<file path="config.mk">
export PLATFORM = sky130hd
export DESIGN_NAME = alu_arbiter_flat
export DESIGN_NICKNAME = d
export VERILOG_FILES = /design/src/rtl/alu_arbiter_if.sv /design/src/rtl/alu_arbiter.sv /design/src/flat_wrapper.sv
export SDC_FILE = /design/constraint.sdc
export NUM_CORES = 1
export LEC_CHECK = 0
export CAP_MARGIN = 20
export CORE_UTILIZATION = 40
export DETAILED_ROUTE_END_ITERATION = 12
export GPL_TIMING_DRIVEN = 0
export PLACE_DENSITY_LB_ADDON = 0.12
export SLEW_MARGIN = 30
export SYNTH_ARGS = -nofsm -noshare
export SYNTH_HDL_FRONTEND = slang
export SYNTH_SLANG_ARGS = --single-unit
</file>
<file path="constraint.sdc">
create_clock -name clk -period 10.4 [get_ports clk]
set_input_delay 3.12 -clock clk [delete_from_list [all_inputs] [get_ports clk]]
set_output_delay 3.12 -clock clk [all_outputs]
set_load 0.05 [all_outputs]
</file>
<file path="src/rtl/alu_arbiter_if.sv">
// Request/response bundle between the requesters, the shared-ALU arbiter and
// the result consumer.
interface alu_arbiter_if #(
  parameter int NREQ = 4,
  parameter int ID_W = (NREQ > 1) ? $clog2(NREQ) : 1
);
  logic [NREQ-1:0]       req_valid;
  logic [NREQ-1:0]       req_ready;
  logic [NREQ-1:0][31:0] req_op1;
  logic [NREQ-1:0][31:0] req_op2;
  logic [NREQ-1:0][3:0]  req_funct;
  logic                  resp_valid;
  logic                  resp_ready;
  logic [ID_W-1:0]       resp_id;
  logic [31:0]           resp_result;

  modport master (
    output req_valid, req_op1, req_op2, req_funct, resp_ready,
    input  req_ready, resp_valid, resp_id, resp_result
  );

  modport slave (
    input  req_valid, req_op1, req_op2, req_funct, resp_ready,
    output req_ready, resp_valid, resp_id, resp_result
  );
endinterface

</file>
<file path="src/rtl/alu_arbiter.sv">
// Round-robin arbiter sharing one combinational ALU among NREQ requesters,
// with a single-entry tagged result buffer on a valid/ready response channel.
module alu_arbiter #(
  parameter int NREQ = 4,
  parameter int ID_W = (NREQ > 1) ? $clog2(NREQ) : 1
) (
  input  logic          clk,
  input  logic          reset,
  alu_arbiter_if.slave  bus
);

  localparam logic [3:0] FN_ADD  = 4'd0;
  localparam logic [3:0] FN_SUB  = 4'd1;
  localparam logic [3:0] FN_SLL  = 4'd2;
  localparam logic [3:0] FN_SLT  = 4'd3;
  localparam logic [3:0] FN_SLTU = 4'd4;
  localparam logic [3:0] FN_XOR  = 4'd5;
  localparam logic [3:0] FN_SRL  = 4'd6;
  localparam logic [3:0] FN_SRA  = 4'd7;
  localparam logic [3:0] FN_OR   = 4'd8;
  localparam logic [3:0] FN_AND  = 4'd9;

  function automatic logic [31:0] alu_eval(input logic [3:0] funct,
                                           input logic [31:0] a,
                                           input logic [31:0] b);
    logic [4:0] shamt;
    shamt = b[4:0];
    case (funct)
      FN_ADD:  alu_eval = a + b;
      FN_SUB:  alu_eval = a - b;
      FN_SLL:  alu_eval = a << shamt;
      FN_SLT:  alu_eval = {31'd0, ($signed(a) < $signed(b))};
      FN_SLTU: alu_eval = {31'd0, (a < b)};
      FN_XOR:  alu_eval = a ^ b;
      FN_SRL:  alu_eval = a >> shamt;
      FN_SRA:  alu_eval = $unsigned($signed(a) >>> shamt);
      FN_OR:   alu_eval = a | b;
      FN_AND:  alu_eval = a & b;
      default: alu_eval = {32{1'bx}};
    endcase
  endfunction

  logic [ID_W-1:0] rr_ptr_r;
  logic            resp_valid_r;
  logic [ID_W-1:0] resp_id_r;
  logic [31:0]     resp_result_r;

  logic            grant_found_s;
  logic [ID_W-1:0] grant_id_s;
  logic [ID_W-1:0] next_ptr_s;
  logic            can_accept_s;
  logic            accept_s;
  logic [31:0]     alu_result_s;
  int              sum_s;
  logic [ID_W-1:0] idx_s;

  assign can_accept_s = !resp_valid_r || bus.resp_ready;
  assign accept_s     = grant_found_s && can_accept_s;
  assign next_ptr_s   = (grant_id_s == ID_W'(NREQ - 1)) ? '0 : grant_id_s + ID_W'(1);
  assign alu_result_s = alu_eval(bus.req_funct[grant_id_s],
                                 bus.req_op1[grant_id_s],
                                 bus.req_op2[grant_id_s]);

  // Round-robin scan from rr_ptr upward with wrap; first valid requester wins.
  always_comb begin
    grant_found_s = 1'b0;
    grant_id_s    = '0;
    sum_s         = 0;
    idx_s         = '0;
    for (int i = 0; i < NREQ; i++) begin
      sum_s         = int'(rr_ptr_r) + i;
      sum_s         = (sum_s >= NREQ) ? (sum_s - NREQ) : sum_s;
      idx_s         = ID_W'(sum_s);
      grant_id_s    = (!grant_found_s && bus.req_valid[idx_s]) ? idx_s : grant_id_s;
      grant_found_s = grant_found_s | bus.req_valid[idx_s];
    end
  end

  // Accept strobe goes only to the granted requester, gated by buffer space.
  always_comb begin
    bus.req_ready             = '0;
    bus.req_ready[grant_id_s] = accept_s;
  end

  // Result buffer and round-robin pointer; a drain with no new handshake empties it.
  always_ff @(posedge clk or posedge reset) begin
    if (reset) begin
      resp_valid_r  <= 1'b0;
      resp_id_r     <= '0;
      resp_result_r <= 32'd0;
      rr_ptr_r      <= '0;
    end else if (accept_s) begin
      resp_valid_r  <= 1'b1;
      resp_id_r     <= grant_id_s;
      resp_result_r <= alu_result_s;
      rr_ptr_r      <= next_ptr_s;
    end else if (bus.resp_ready) begin
      resp_valid_r  <= 1'b0;
    end else begin
      resp_valid_r  <= resp_valid_r;
    end
  end

  assign bus.resp_valid  = resp_valid_r;
  assign bus.resp_id     = resp_id_r;
  assign bus.resp_result = resp_result_r;

endmodule

</file>
<file path="src/flat_wrapper.sv">
// flat-port wrapper written by rule: the top's interface ports become plain ports
module alu_arbiter_flat 
#(
  parameter int NREQ = 4,
  parameter int ID_W = (NREQ > 1) ? $clog2(NREQ) : 1
)
  (clk, reset, bus_req_valid, bus_req_op1, bus_req_op2, bus_req_funct, bus_resp_ready, bus_req_ready, bus_resp_valid, bus_resp_id, bus_resp_result);
  alu_arbiter_if #(.NREQ(NREQ), .ID_W(ID_W)) bus_i ();
  input  logic clk;
  input  logic reset;
  input wire logic [$bits(bus_i.req_valid)-1:0] bus_req_valid;
  input wire logic [$bits(bus_i.req_op1)-1:0] bus_req_op1;
  input wire logic [$bits(bus_i.req_op2)-1:0] bus_req_op2;
  input wire logic [$bits(bus_i.req_funct)-1:0] bus_req_funct;
  input wire logic [$bits(bus_i.resp_ready)-1:0] bus_resp_ready;
  output wire logic [$bits(bus_i.req_ready)-1:0] bus_req_ready;
  output wire logic [$bits(bus_i.resp_valid)-1:0] bus_resp_valid;
  output wire logic [$bits(bus_i.resp_id)-1:0] bus_resp_id;
  output wire logic [$bits(bus_i.resp_result)-1:0] bus_resp_result;
  assign bus_i.req_valid = bus_req_valid;
  assign bus_i.req_op1 = bus_req_op1;
  assign bus_i.req_op2 = bus_req_op2;
  assign bus_i.req_funct = bus_req_funct;
  assign bus_i.resp_ready = bus_resp_ready;
  assign bus_req_ready = bus_i.req_ready;
  assign bus_resp_valid = bus_i.resp_valid;
  assign bus_resp_id = bus_i.resp_id;
  assign bus_resp_result = bus_i.resp_result;
  alu_arbiter #(.NREQ(NREQ), .ID_W(ID_W)) u_core (.clk(clk), .reset(reset), .bus(bus_i));
endmodule
</file>
==> results.sh <==
export IMPL_postCtsSetupBuffers=0
export IMPL_slowest_delay_ns=0.73
export IMPL_netlist_instances=1952
export IMPL_setup_slack_ns=0.192
export IMPL_dp_slack_ns=-0.743
export IMPL_clk_pin_slew_ns=0.07
export IMPL_fillers=3503
export IMPL_routed_wl_um=85500
export IMPL_drtAntennaViolNets=0
export IMPL_synth_top_cells_by_count="225 x mux2i_1, 180 x nand2_1, 139 x nor2_1, 112 x a21oi_1, 106 x clkbuf_1"
export IMPL_nets=2666
export IMPL_yosysUniqueCellTypes=85
export IMPL_crit_family="compound AO/OA/AOI/OAI gates"
export IMPL_syn_nets=2334
export IMPL_gp_congestion=1.08
export IMPL_grt_max_degree=25
export IMPL_async_flop_share=1.00
export IMPL_via_per_inst=6.94
export IMPL_cts_tree="done"
export IMPL_period_needed_ns=10.21
export IMPL_clock_root_buffer="clkbuf_16"
export IMPL_path_buf_inv=7
export IMPL_tightest_slew_ns=1.08
export IMPL_vias=19100
export IMPL_fmax_ghz=0.0980
export IMPL_yosys_area_top_type="mux2i_1"
export IMPL_synth_avg_cell_area_um2=7.15
export IMPL_r2r_slack_ns=3.15
export IMPL_ys_flop_type="dfrtp_1"
export IMPL_h_tree_depth=2
export IMPL_required_ns=10.60
export IMPL_num_rows=68
export IMPL_cp_slowest_cell="clkbuf_1"
export IMPL_die_w_um=189
export IMPL_syn_area_mm2=0.0140
export IMPL_fin_skew_ns=0.00759
export IMPL_dpl_cell_count=2734
export IMPL_clock_latency_ns=0.32
export IMPL_hold_end="u_core.bus.resp_id[1]"
export IMPL_drtIter0Drc=2837
export IMPL_io_buffers=317
export IMPL_wl_per_cell_um=31.1
export IMPL_ys_seq_area_frac=0.0663
export IMPL_synth_most_common_cell="mux2i_1"
export IMPL_synth_seq_cells=37
export IMPL_antenna_found_initial=4
export IMPL_cpMostUsedCell="clkbuf_1"
export IMPL_relSlewSlack=0.272
export IMPL_path_cells="clkdlybuf4s50_1 > nor2b_1 > buf_6 > a211o_1 > clkbuf_1 > clkbuf_1 > a221oi_1 > a32o_1 > clkbuf_1 > clkbuf_1 > ha_1 > clkbuf_1 > o21a_1 > o31a_1 > nor2_1 > o41ai_2 > a211oi_1 > o31a_1 > o31ai_1 > mux2i_1 > a211o_1 > o221a_2"
export IMPL_area_delta_synth_final_pct=29.8
export IMPL_clk_path_buf_depth=2
export IMPL_track_usage=0.461
export IMPL_synth_edf_count=0
export IMPL_drive_gt1_frac=0.0766
export IMPL_hold_depth=2
export IMPL_worstHoldStart="u_core.bus.resp_id[1]"
export IMPL_dieArea_mm2=0.0356
export IMPL_drc_errors=0
export IMPL_status="finished clean"
export IMPL_crit_arrival_ns=10.41
export IMPL_critPathCaptureType="register"
export IMPL_crit_path_max_fanout=11
export IMPL_grt_pass1_wl_um=121000
export IMPL_die_h_um=189
export IMPL_yosys_warnings=0
export IMPL_synth_top_area_frac=0.161
export IMPL_grt_pass1_vias=17800
export IMPL_hold_viol=0
export IMPL_worst_setup_path_start_kind="primary input"
export IMPL_grt_overflow_total=0
export IMPL_cts_inserted_buffers=5
export IMPL_path_class="in2reg"
export IMPL_ios=318
export IMPL_core_area_mm2=0.0345
export IMPL_rr_endpoint="u_core.bus.resp_result[30]"
export IMPL_holdCritPathClass="reg2reg"
export IMPL_cts_hold_buf=0
export IMPL_cts_sinks=37
export IMPL_min_period_over_period=0.982
export IMPL_dr_pass1_iters=8
export IMPL_dp_hpwl_um=69000
export IMPL_rsz0062_at_grt="no"
export IMPL_maxSlewViolCount=0
export IMPL_setup_viol=0
export IMPL_start_util=0.405
export IMPL_reg2reg_from="u_core.rr_ptr_r[1]"
export IMPL_instances_no_fill=2744
export IMPL_max_cap_violations=0
export IMPL_reg2reg_depth=21
export IMPL_synth_area_top_cells="mux2i_1 16%, ha_1 9.1%, dfrtp_1 6.6%, nand2_1 4.8%, a21oi_1 4.0%"
routing by layer:
layer / wire (um) / GRT usage / vias to the layer above
met1: 32600 / 0.585 / 9078
met2: 36200 / 0.710 / 1555
li1: - / - / 8085
met4: 6480 / 0.289 / 0
met3: 10200 / 0.0969 / 335
met5: 0 / 0 / -
cells in the final DEF (no fill, tap or decap), types with 37 or more instances in the layout:
cell | Yosys | layout
clkdlybuf4s50_1 | 0 | 317
mux2i_1 | 225 | 224
nand2_1 | 180 | 179
nor2_1 | 139 | 137
a21oi_1 | 112 | 110
clkbuf_1 | 106 | 102
ha_1 | 101 | 101
inv_1 | 92 | 91
nand3_1 | 88 | 88
o21ai_0 | 73 | 73
nor4_1 | 54 | 53
buf_2 | 46 | 50
nor3b_1 | 44 | 44
and3_1 | 37 | 37
dfrtp_1 | 37 | 37
flip-flops by register name, indices dropped and copies added (netlist names):
register,flops
u_core.bus.resp_id,2
u_core.bus.resp_result,32
u_core.bus.resp_valid,1
u_core.rr_ptr_r,2
layout make-up:
cell class / count / area, um2 / share of cell area
clock inverters: 1 / 30.0 / 0.00166
plain buffers: 182 / 845 / 0.0466
repair buffers: 327 / 3270 / 0.181
multi-input cells: 1634 / 11900 / 0.660
flip-flops and latches: 37 / 926 / 0.0511
well taps: 455 / 569 / 0.0314
inverters: 97 / 367 / 0.0202
clock buffers: 7 / 143 / 0.00788
diodes: 4 / 10.0 / 0.000553
worst max-delay path by stage:
stage | from | end | slack, ns | depth (start not counted)
4_1_cts | bus_req_valid[0] | u_core.bus.resp_result[30] | 0.07 | 22
5_1_grt | bus_req_valid[2] | u_core.bus.resp_result[30] | 0.08 | 23
6_report | bus_req_valid[2] | u_core.bus.resp_result[30] | 0.19 | 22
2_1_floorplan | bus_req_valid[2] | bus_req_ready[3] | 1.26 | 12
3_5_place_dp | bus_req_valid[0] | u_core.bus.resp_result[30] | -0.74 | 22
3_3_place_gp | bus_req_valid[0] | bus_req_ready[0] | -0.62 | 15
through the flow:
step | hold slack (ns) | instance area, um2 | utilization | setup TNS, ns
after detailed placement | 0.469 | 17900 | 0.519 | -7.97
after floorplan | 0.523 | 14000 | - | 0
final | 0.482 | 18100 | 0.526 | 0
after CTS | 0.486 | 18100 | 0.525 | 0
after global routing | 0.505 | 18100 | 0.526 | 0
after global placement | 0.465 | 17700 | 0.514 | -6.57
kinds of logic (layout without fill, tap and decap cells):
kind of cell    after synthesis  count (layout)  share of synthesized area
buf+inv                     281             614                     0.0866
mux                         241             241                      0.176
flops                        37              37                     0.0663
other cells                   0               4                          0
compound gates              604             604                      0.323
simple gates                644             644                      0.229
xor+xnor                     42              42                     0.0264
fa+ha+maj                   103             103                     0.0934
timing repair:
item,4_1_cts,5_1_grt
gates resized for setup,5,8
endpoints found under the setup margin,12,13
endpoints found under the hold margin,0,0
gates cloned,0,0
worst register-to-register path, cell delays in order, from the launching register on:
cell and delay [ns]:
dfrtp_1 0.44, clkbuf_1 0.35, clkbuf_1 0.45, nand2_1 0.10
nor4_1 0.20, a221oi_1 0.09, a32oi_2 0.44, buf_2 0.38
buf_1 0.57, clkbuf_1 0.51, ha_1 0.34, clkbuf_1 0.20
nor2b_1 0.18, o31a_1 0.18, nor2_1 0.08, o41ai_2 0.60
a211oi_1 0.36, o31a_1 0.40, o31ai_1 0.56, mux2i_1 0.22
a211o_1 0.34, o221a_2 0.12
Power is not shown: default switching activity piles up to over one toggle a cycle in this logic, so the estimate is an artifact.
